--- config.mk ---
export PLATFORM = sky130hd
export DESIGN_NAME = seg7_scan_driver
export DESIGN_NICKNAME = d
export VERILOG_FILES = /design/src/rtl/seg7_pkg.sv /design/src/rtl/seg7_decode.sv /design/src/rtl/seg7_scan_driver.sv
export SDC_FILE = /design/constraint.sdc
export NUM_CORES = 1
export LEC_CHECK = 0
export CAP_MARGIN = 40
export CORE_ASPECT_RATIO = 1.5
export CORE_UTILIZATION = 53
export DETAILED_ROUTE_END_ITERATION = 16
export GPL_TIMING_DRIVEN = 0
export PLACE_DENSITY_LB_ADDON = 0.1
export SYNTH_ARGS = -nofsm -noshare
export SYNTH_HDL_FRONTEND = slang
export SYNTH_SLANG_ARGS = --single-unit
--- constraint.sdc ---
create_clock -name clk -period 2.5 [get_ports clk]
set_clock_uncertainty 0.05 [all_clocks]
set_input_delay 0.5 -clock clk [delete_from_list [all_inputs] [get_ports clk]]
set_output_delay 0.5 -clock clk [all_outputs]
set_load 0.05 [all_outputs]
--- src/rtl/seg7_pkg.sv ---
// Shared segment encodings, scan index type and the BCD-to-segment helper
// used by the 4-digit common-anode 7-segment scan driver.
package seg7_pkg;

    // Patterns are {g,f,e,d,c,b,a}, active-low (0 lights a segment)
    localparam logic [6:0] SEG_0     = 7'b1000000;
    localparam logic [6:0] SEG_1     = 7'b1111001;
    localparam logic [6:0] SEG_2     = 7'b0100100;
    localparam logic [6:0] SEG_3     = 7'b0110000;
    localparam logic [6:0] SEG_4     = 7'b0011001;
    localparam logic [6:0] SEG_5     = 7'b0010010;
    localparam logic [6:0] SEG_6     = 7'b0000010;
    localparam logic [6:0] SEG_7     = 7'b1111000;
    localparam logic [6:0] SEG_8     = 7'b0000000;
    localparam logic [6:0] SEG_9     = 7'b0010000;
    localparam logic [6:0] SEG_MINUS = 7'b0111111;
    localparam logic [6:0] SEG_BLANK = 7'b1111111;
    localparam logic [6:0] SEG_ERR   = 7'b0000110;

    typedef enum logic [1:0] {
        IDX_ONE  = 2'd0,
        IDX_TEN  = 2'd1,
        IDX_HUN  = 2'd2,
        IDX_SIGN = 2'd3
    } idx_e;

    function automatic logic [6:0] bcd_to_seg(input logic [3:0] nib);
        logic [6:0] pat;
        case (nib)
            4'd0:    pat = SEG_0;
            4'd1:    pat = SEG_1;
            4'd2:    pat = SEG_2;
            4'd3:    pat = SEG_3;
            4'd4:    pat = SEG_4;
            4'd5:    pat = SEG_5;
            4'd6:    pat = SEG_6;
            4'd7:    pat = SEG_7;
            4'd8:    pat = SEG_8;
            4'd9:    pat = SEG_9;
            default: pat = SEG_ERR;
        endcase
        return pat;
    endfunction

endpackage

--- src/rtl/seg7_decode.sv ---
// Combinational nibble-to-segment decoder with minus and blank overrides;
// one instance serves all four scan slots on the muxed nibble.
module seg7_decode
    import seg7_pkg::*;
(
    input  logic [3:0] nibble,
    input  logic       blank,
    input  logic       minus,
    output logic [6:0] seg
);

    always_comb begin
        seg = bcd_to_seg(nibble);
        if (minus) begin
            seg = SEG_MINUS;
        end else if (blank) begin
            seg = SEG_BLANK;
        end
    end

endmodule

--- src/rtl/seg7_scan_driver.sv ---
// Latches a hun/ten/one/neg digit set and time-multiplexes it onto a 4-digit
// common-anode display. Define LEADING_ZERO_BLANK_EN to blank leading zeros.
module seg7_scan_driver
    import seg7_pkg::*;
#(
    parameter int REFRESH_DIV = 100000,
    parameter int GUARD_CYC   = 16
) (
    input  logic       clk,
    input  logic       rst,
    input  logic       bcd_valid,
    input  logic [3:0] hun,
    input  logic [3:0] ten,
    input  logic [3:0] one,
    input  logic       neg,
    output logic [3:0] an,
    output logic [6:0] seg,
    output logic       dp
);

    localparam int CW = (REFRESH_DIV > 1) ? $clog2(REFRESH_DIV) : 1;
    localparam logic [CW-1:0] CNT_LAST  = CW'(REFRESH_DIV - 1);
    localparam logic [CW-1:0] CNT_GUARD = CW'(GUARD_CYC);

    logic [3:0]    hun_q, hun_d;
    logic [3:0]    ten_q, ten_d;
    logic [3:0]    one_q, one_d;
    logic          neg_q, neg_d;
    logic [CW-1:0] cnt_q, cnt_d;
    idx_e          idx_q, idx_d;
    logic [3:0]    an_q, an_d;
    logic [6:0]    seg_q, seg_d;

    logic [3:0]    mux_nibble;
    logic          mux_blank;
    logic          mux_minus;
    logic          blank_hun;
    logic          blank_ten;
    logic [6:0]    dec_seg;

`ifdef LEADING_ZERO_BLANK_EN
    assign blank_hun = (hun_q == 4'd0);
    assign blank_ten = (hun_q == 4'd0) && (ten_q == 4'd0);
`else
    assign blank_hun = 1'b0;
    assign blank_ten = 1'b0;
`endif

    // Slot selection reads the hold registers, so a capture shows up one edge later
    always_comb begin
        mux_nibble = one_q;
        mux_blank  = 1'b0;
        mux_minus  = 1'b0;
        case (idx_q)
            IDX_ONE:  mux_nibble = one_q;
            IDX_TEN: begin
                mux_nibble = ten_q;
                mux_blank  = blank_ten;
            end
            IDX_HUN: begin
                mux_nibble = hun_q;
                mux_blank  = blank_hun;
            end
            IDX_SIGN: begin
                mux_nibble = 4'd0;
                mux_blank  = ~neg_q;
                mux_minus  = neg_q;
            end
            default:  mux_nibble = one_q;
        endcase
    end

    seg7_decode u_decode (
        .nibble (mux_nibble),
        .blank  (mux_blank),
        .minus  (mux_minus),
        .seg    (dec_seg)
    );

    always_comb begin
        hun_d = hun_q;
        ten_d = ten_q;
        one_d = one_q;
        neg_d = neg_q;
        cnt_d = cnt_q;
        idx_d = idx_q;
        an_d  = 4'b1111;
        seg_d = dec_seg;

        if (cnt_q == CNT_LAST) begin
            cnt_d = '0;
            idx_d = idx_e'(idx_q + 2'd1);
        end else begin
            cnt_d = cnt_q + CW'(1);
        end

        // Capture may coincide with a wrap; both take effect on the same edge
        if (bcd_valid) begin
            hun_d = hun;
            ten_d = ten;
            one_d = one;
            neg_d = neg;
        end

        if (cnt_q >= CNT_GUARD) begin
            an_d = ~(4'b0001 << idx_q);
        end
    end

    always_ff @(posedge clk) begin
        if (rst) begin
            hun_q <= 4'd0;
            ten_q <= 4'd0;
            one_q <= 4'd0;
            neg_q <= 1'b0;
            cnt_q <= '0;
            idx_q <= IDX_ONE;
            an_q  <= 4'b1111;
            seg_q <= SEG_BLANK;
        end else begin
            hun_q <= hun_d;
            ten_q <= ten_d;
            one_q <= one_d;
            neg_q <= neg_d;
            cnt_q <= cnt_d;
            idx_q <= idx_d;
            an_q  <= an_d;
            seg_q <= seg_d;
        end
    end

    assign an  = an_q;
    assign seg = seg_q;
    assign dp  = 1'b1;

endmodule

* Word-level counts from Yosys, hierarchy flattened
Memories as Yosys holds them, arrays and structs flattened.
Index checks and enable logic that the tools add are counted.
** Storage, ports and cells
- Register bits after elaboration :: 43
- Bits in latches :: 0
- RAM bits :: 0
- Memory bits (read-only) :: 112
- Input port bits :: 16
- Output and inout port bits :: 12
- Word-level logic and storage cells :: 30
- Memories :: 1
** Memory list
- (no name shown) :: words 16, bits a word 7, rd ports 1, clocked after Yosys merged registers in 0, write ports 0, RTL line seg7_pkg.sv:29 : case (nib)
** Cells by class
- $add $sub $neg :: 2
- Multipliers :: 0
- Div/mod/pow operators :: 0
- $lt $le $gt $ge :: 1
- Equality and inequality tests :: 4
- Shift operators :: 1
- Mux-type cells :: 5
- Bitwise logic cells :: 3
- Reduce and logical (&&, ||, !) cells :: 4
** Operator list (count)
- 17-bit by 1-bit adder with 17-bit output (second input constant) :: 1
- 17-bit equality test (second input constant) :: 1
- 17-bit by 5-bit >= comparator with 1-bit output (second input constant) :: 1
- 4-bit case mux with 4 select lines :: 1
- 7-bit 2-to-1 mux :: 2
- 2-bit equality test (second input constant) :: 2
- 4-bit inverter :: 1
- 2-bit OR reduction :: 2
- 1-bit by 2-bit left shift with 4-bit output (first input constant) :: 1
- 3-bit OR reduction :: 1
- 2-bit by 1-bit adder with 2-bit output (second input constant) :: 1
- 2-bit by 1-bit equality test with 1-bit output (second input constant) :: 1
- 2-bit logical NOT :: 1
- 1-bit 2-to-1 mux :: 2
- 1-bit inverter :: 2

* Depth between registers and ports, before layout
An unclocked memory read counts as a cell.
- Depth after elaboration :: 5
- Gate-level depth with buffers :: 10
- Depth with buffers taken out :: 9

* Cells and area by module
From an unflattened synthesis, not the netlist that was laid out.
** Second synthesis, totals
- Cell total of the unflattened synthesis :: 229
- Area total of the unflattened synthesis :: 2023.2 um^2
** By module, submodules not included
- seg7_scan_driver :: instances 1, cells an instance 196, area each 1801.7 um^2, sequential area each 860.8 um^2
- seg7_decode :: instances 1, cells an instance 33, area each 221.5 um^2, sequential area each 0.0 um^2

* Least setup slack after synthesis
OpenSTA, ideal clock, no wires.
- Kind :: reg2reg
- Start point :: register idx_q[0]
- End point :: register seg_q[4] (netlist: seg[4])
- Library setup time :: 0.140 ns
- Arrival time :: 1.768 ns
- Required time :: 2.310 ns
- Setup slack :: 0.542 ns
- Cell stages (with the launch flop) :: 10
- Buffers on the path :: 1
- Clock period less this slack :: 1.958 ns
- Cells stage by stage :: dfxtp_1 inv_1 ha_1 clkbuf_1 mux2_2 inv_1 ha_1 nor3_1 a221oi_1 o211ai_1
** On the way
- Cells in the longest elaborated chain, start to end :: 3
- Elaborated cells on any way between the ends :: 9
- Classes of those cells :: eq/ne: 3; mux: 3; reduce/logical: 2; memory: 1
** Ends and longest elaborated chain
- start, declared :: RTL line seg7_scan_driver.sv:30 : idx_e idx_q, idx_d;
- start signal, assigned :: RTL line seg7_scan_driver.sv:126 : idx_q <= idx_d;
- 2-bit equality test (tied with other cells) :: RTL line seg7_scan_driver.sv:54 : case (idx_q)
- 4-bit case mux with 4 select lines / 1-bit 2-to-1 mux (equally long branches) :: RTL line seg7_scan_driver.sv:54
- memory 16 x 7 bit / 3-bit OR reduction (equally long branches)
- end signal, assigned :: RTL line seg7_scan_driver.sv:128 : seg_q <= seg_d;
- end, declared :: RTL line seg7_scan_driver.sv:32 : logic [6:0] seg_q, seg_d;
Parallel ways exist; a longest one is shown, timed or not.
A chain may end at the register's enable or synchronous reset.

* Worst setup path in the final report
- Start point :: register idx_q[1]
- End point :: register seg_q[4] (netlist: seg[4])
Same word-level chain as after synthesis.

==> results.cfg <==
[timing]
fin_crit_sh_pct = 91.2
max_freq_mhz = 439
setup_viol = 0
slew_headroom_pct = 53.9
tightest_slew_ns = 0.692
tns_ns = 0
slew_violations = 0
rsz0062_at_grt = no
fin_crit_ns = 2.28
hold_viol = 0
holdWs_ns = 0.411

[setup_path]
crit_slowest_cell = dfxtp_1
critPathRequiredTime_ns = 2.60
crit_type = reg2reg
cp_max_fo = 5
path_cells = inv_1 -> ha_1 -> a22o_1 -> mux2_2 -> inv_1 -> ha_1 -> nor3_1 -> a221oi_1 -> o211ai_1
r2r_cells = 9
crit_path_end_kind = flip-flop
start_kind = flip-flop
cpPeakStageDelay_ns = 0.38
cp.arrival_ns = 2.38

[clock_tree]
cts_sinks = 43
insertion_delay_ns = 0.29
cts_root_buf = clkbuf_8
cts_setup_buffers = 0
htreeDepth = 2
post_cts_resized = 0
cts_buffers = 5
cts_max_path_buffers = 2
cts.clk_slew.worst_paths_ns = 0.08
ctsHoldBuffers = 0
cts_tree = built

[cells_and_area]
fin_nets = 274
stdcell_count = 289
antennaDiodeCount = 0
final_common_cell = dfxtp_1
most-common-layout-cells = 43 x dfxtp_1, 29 x nor2_1, 25 x clkdlybuf4s50_1
final_core_util_pct = 68.5
syn2layout_area_growth_pct = 21.4
drive_gt1_share_pct = 7.69

[place]
place_inst = 281
port_buffers = 25
dp_hpwl_um = 2760
place_congestion = 0.832

[route]
dr.pass1.iters = 4
postRouteAntennaNets = 0
routed_wl_um = 3780
num_vias = 1561
drt_iter0_drc = 42
drc = 0
viasPerCell = 5.40
wl_per_cell_um = 13.1

[global_routing]
grt_max_degree = 14
grt_use_total_pct = 21.9
grt_pass1_vias = 1563
grt_pass1_wl_um = 6560
antenna_found_initial = 0
overflow = 0

[synthesis]
ys.flop_type = dfxtp_1
synthesis.area_sq_um = 1970
syn_inst = 214
ys_ff_latch = 43
synth-warning-count = 0
async_reset_ff_share_pct = 0
synth_nets = 242
synth.distinct_cells = 42
synth_edf_count = 0
synth.avg_cell_area_sq_um = 9.19
yosysSeqAreaShare_pct = 43.8

[worst_hold_path]
hold_path.class = reg2reg
hold-path-cell-count = 1

[pwr]
leakage_nw = 0.954
vdd.ir_drop.worst_v = 0.000442
total_power_w = 0.00145
power.density_nw_per_um2 = 606

[status]
status = completed

[floorplanning]
core_sq_um = 3480
dieArea_sq_um = 3960
fp.dieH_um = 76.6
rows = 26
initial_core_util_pct = 56.5
die_w_um = 51.7
ioPinCount = 28

[job]
maxCapViolCount = 0
state kept, by name, indices dropped and copies added, names as in the netlist:
signal	flops
cnt_q	17
seg	7
an	4
hun_q	4
one_q	4
ten_q	4
idx_q	2
neg_q	1
layer usage:
layer / vias up / part of all wire (%) / GRT usage, %
met4: 0 / 3.1 / 10.5
met2: 33 / 56 / 41.2
li1: 797 / - / -
met1: 717 / 38 / 21.1
met5: - / 0 / 0
met3: 14 / 2.6 / 4.79
per-stage QoR:
step	area (sq um)	setup slack (ns)
6_report	2390	0.220
5_1_grt	2390	0.0411
4_1_cts	2390	0.216
3_5_place_dp	2270	0.246
3_3_place_gp	2270	0.246
2_1_floorplan	1970	0.542
power by group:
group / leakage, nW / switching, W / internal, W / total [W]
Clock: 0.0612 / 0.000227 / 0.000323 / 0.000551
Combinational: 0.541 / 0.0000976 / 0.0000735 / 0.000171
Sequential: 0.352 / 0.0000134 / 0.000712 / 0.000725
Total: 0.954 / 0.000338 / 0.00111 / 0.00145
cells by family (layout without fill, tap and decap cells):
| group | after synthesis | after routing | share of synthesized area [%] |
|---|---|---|---|
| compound gates | 37 | 37 | 11.7 |
| xor+xnor | 9 | 9 | 4.01 |
| fa+ha+maj | 12 | 12 | 7.64 |
| buf+inv | 19 | 52 | 4.26 |
| flops | 43 | 43 | 43.8 |
| mux | 16 | 16 | 8.21 |
| other cells | 1 | 1 | 0.191 |
| simple gates | 77 | 77 | 20.2 |
cell usage after synthesis (all sizes together) (5+ instances only):
master	count	area [sq um]
nand3	8	40.0
nor2	29	109
or4	5	45.0
a21oi	11	55.1
mux2i	15	150
dfxtp	43	861
nand2	13	48.8
inv	9	33.8
clkbuf	6	22.5
ha	12	150
o21ai	12	60.1
nand4	5	31.3
xor2	8	70.1
critical path, delay by kind of cell, from the launching register on:
| family | cells | cell delay [ns] |
|---|---|---|
| compound gates | 3 | 0.70 |
| flops | 1 | 0.38 |
| fa+ha+maj | 2 | 0.45 |
| buf+inv | 2 | 0.21 |
| mux | 1 | 0.30 |
| simple gates | 1 | 0.05 |
final timing paths:
path / from / end / slack, ns
setup / recovery: idx_q[1] / seg[4] / 0.22
hold / removal: cnt_q[0] / cnt_q[0] / 0.41
setup reg to reg: idx_q[1] / seg[4] / 0.22
hold reg to reg: cnt_q[0] / cnt_q[0] / 0.41
area by class of cell:
class	instances	area, sq um
flip-flops and latches	43	861
repair buffers	25	250
well taps	42	52.6
inverters	9	33.8
plain buffers	10	50.0
fillers	285	1090
clock buffers	6	82.6
multi-input cells	152	1020
clock inverters	2	35.0
No activity file was read; power rests on OpenSTA's default activity.
==> variant, RTL diff (same flow settings) <==
Build with the macro `LEADING_ZERO_BLANK_EN` defined.
--- a/src/rtl/seg7_scan_driver.sv
+++ b/src/rtl/seg7_scan_driver.sv
@@ -2,2 +2,4 @@
 // common-anode display. Define LEADING_ZERO_BLANK_EN to blank leading zeros.
+`define LEADING_ZERO_BLANK_EN
+
 module seg7_scan_driver
Behaviour: same outputs for any inputs over 10 cycles, from zero or initial values and one cycle with rst high; that may be too few to reach the edited logic, so the function may still have changed.
==> variant against the original RTL <==
Worst setup slack improved by 0.042 ns; synthesized cell count is 2.8% higher; sequential cell count is the same; power up 6.4%; wire length increased by 7.3%; cell area up 4.6%; clock power is 15% higher; first-iteration DRC count shrank 43%; synthesized area up 4.8%; core utilization down 0.79 points.
==> variant: results (changes against the original RTL) <==
outcome: "complete, no violations"  # unchanged
diodes: 0  # unchanged
fill_cells: 302  # was 285
dp_cells: 287  # was 281
critPathSlowestCell: "dfxtp_1"  # unchanged
largest_reg_flops: 17  # unchanged
arrival_ns: 2.36  # was 2.38 ns
wl_per_cell_um: 13.8  # was 13.1 µm
dp_hpwl_um: 3050  # was 2760 µm
endpoint: "seg[6]"  # was seg[4]
synth_edf_count: 0  # unchanged
drive_gt1_share_pct: 10.7  # was 7.69%
synth_top_cells_by_area: "dfxtp_1, ha_1, mux2i_1"  # unchanged
yosysUniqueCellTypes: 48  # was 42
grt_util_all_layers_pct: 21.9  # about the same
io_buffers: 24  # was 25
hold_viol: 0  # unchanged
netlist_top_cells_count: "dfxtp_1, nor2_1, mux2i_1"  # unchanged
syn_nets: 248  # was 242
syn_area_per_cell_um2: 9.37  # was 9.19 µm²
crit_start: "idx_q[0]"  # was idx_q[1]
post_dp_cell_area_mm2: 0.00235  # was 0.00227 mm²
grt_pass1_vias: 1523  # was 1,563
reg2reg_slack_ns: 0.26  # was 0.22 ns
relSlewSlack_pct: 61.4  # was 53.9%
grt_first_pass_wirelength_um: 6640  # was 6560 µm
drt-initial-drc-count: 24  # was 42
cpPeakStageDelay_ns: 0.40  # was 0.38 ns
cpLargestDelayFamily: "compound AO/OA/AOI/OAI gates"  # unchanged
routed_wl_um: 4060  # was 3780 µm
ir_drop_mv: 0.517  # was 0.442 mV
reg2reg_depth: 10  # was 9
viasPerCell: 5.46  # was 5.40
ys_seq_area_share_pct: 41.8  # was 43.8%
leakage_nw: 1.01  # was 0.954 nW
p_int_mw: 1.19  # was 1.11 mW
num-nets-final: 279  # was 274
critPathMaxFanout: 10  # was 5
gp_congestion: 0.797  # was 0.832
## variant: routing by layer
layer | vias to the layer above | share of wire [%] | global-route usage [%]
li1 | 829 | - | -
met1 | 746 | 39 | 20.9
met2 | 26 | 56 | 40.4
met3 | 10 | 3.1 | 6.40
met4 | 0 | 2.8 | 10.3
met5 | - | 0 | 0
## variant: how the worst min path moves through the flow
stage	start	to	slack, ns	depth (start not counted)
after global placement	one_q[3]	one_q[3]	0.43	2
after global routing	cnt_q[16]	cnt_q[16]	0.50	2
after floorplan	neg_q	seg[6]	0.40	1
after CTS	one_q[3]	one_q[3]	0.46	2
final	one_q[3]	one_q[3]	0.45	2
after detailed placement	one_q[3]	one_q[3]	0.44	2
## variant: final cells by class
type	instances	share of cell area, %
clock buffers	6	2.91
inverters	11	1.65
well taps	43	2.16
clock inverters	2	2.41
flip-flops and latches	43	34.5
plain buffers	10	2.56
multi-input cells	156	44.2
repair buffers	24	9.63
## variant: logic make-up (layout without fill, tap and decap cells)
| logic type | Yosys count | in the layout | share of synthesized area (%) |
|---|---|---|---|
| DFF | 43 | 43 | 41.8 |
| adders and majority gates | 12 | 12 | 7.29 |
| AOI/OAI and AO/OA | 36 | 36 | 12.4 |
| xor gates and xnor gates | 11 | 11 | 4.68 |
| other | 1 | 1 | 0.182 |
| buffers and inverters | 21 | 53 | 5.10 |
| and+or+nand+nor | 80 | 80 | 20.7 |
| muxes | 16 | 16 | 7.83 |
## variant: through the flow
stage,hold WS (ns),worst slack (ns)
4_1_cts,0.458,0.127
6_report,0.449,0.262
3_5_place_dp,0.439,0.139
3_3_place_gp,0.432,0.146
5_1_grt,0.498,0.0755
2_1_floorplan,0.397,0.459
## variant: what timing repair did
item	4_1_cts	5_1_grt
hold endpoints to repair	0	0
buffers inserted	0	0
setup endpoints to repair	0	3
resized for setup	0	3
## variant: power groups by stage
stage,Sequential [mW],Combinational [mW],Clock [mW]
2_1_floorplan,0.780,0.0811,0
3_3_place_gp,0.747,0.173,0
3_5_place_dp,0.748,0.175,0
4_1_cts,0.732,0.176,0.650
5_1_grt,0.735,0.191,0.679
6_report,0.732,0.175,0.632
## variant: worst reg2reg max path, delay by kind of cell (launching register included)
| kind | cells | cell delay [ns] |
|---|---|---|
| AND/OR/NAND/NOR | 1 | 0.29 |
| AO/OA/AOI/OAI | 4 | 0.60 |
| buffers and inverters | 3 | 0.39 |
| adder cells (fa/ha/maj) | 2 | 0.39 |
| flip-flops | 1 | 0.40 |
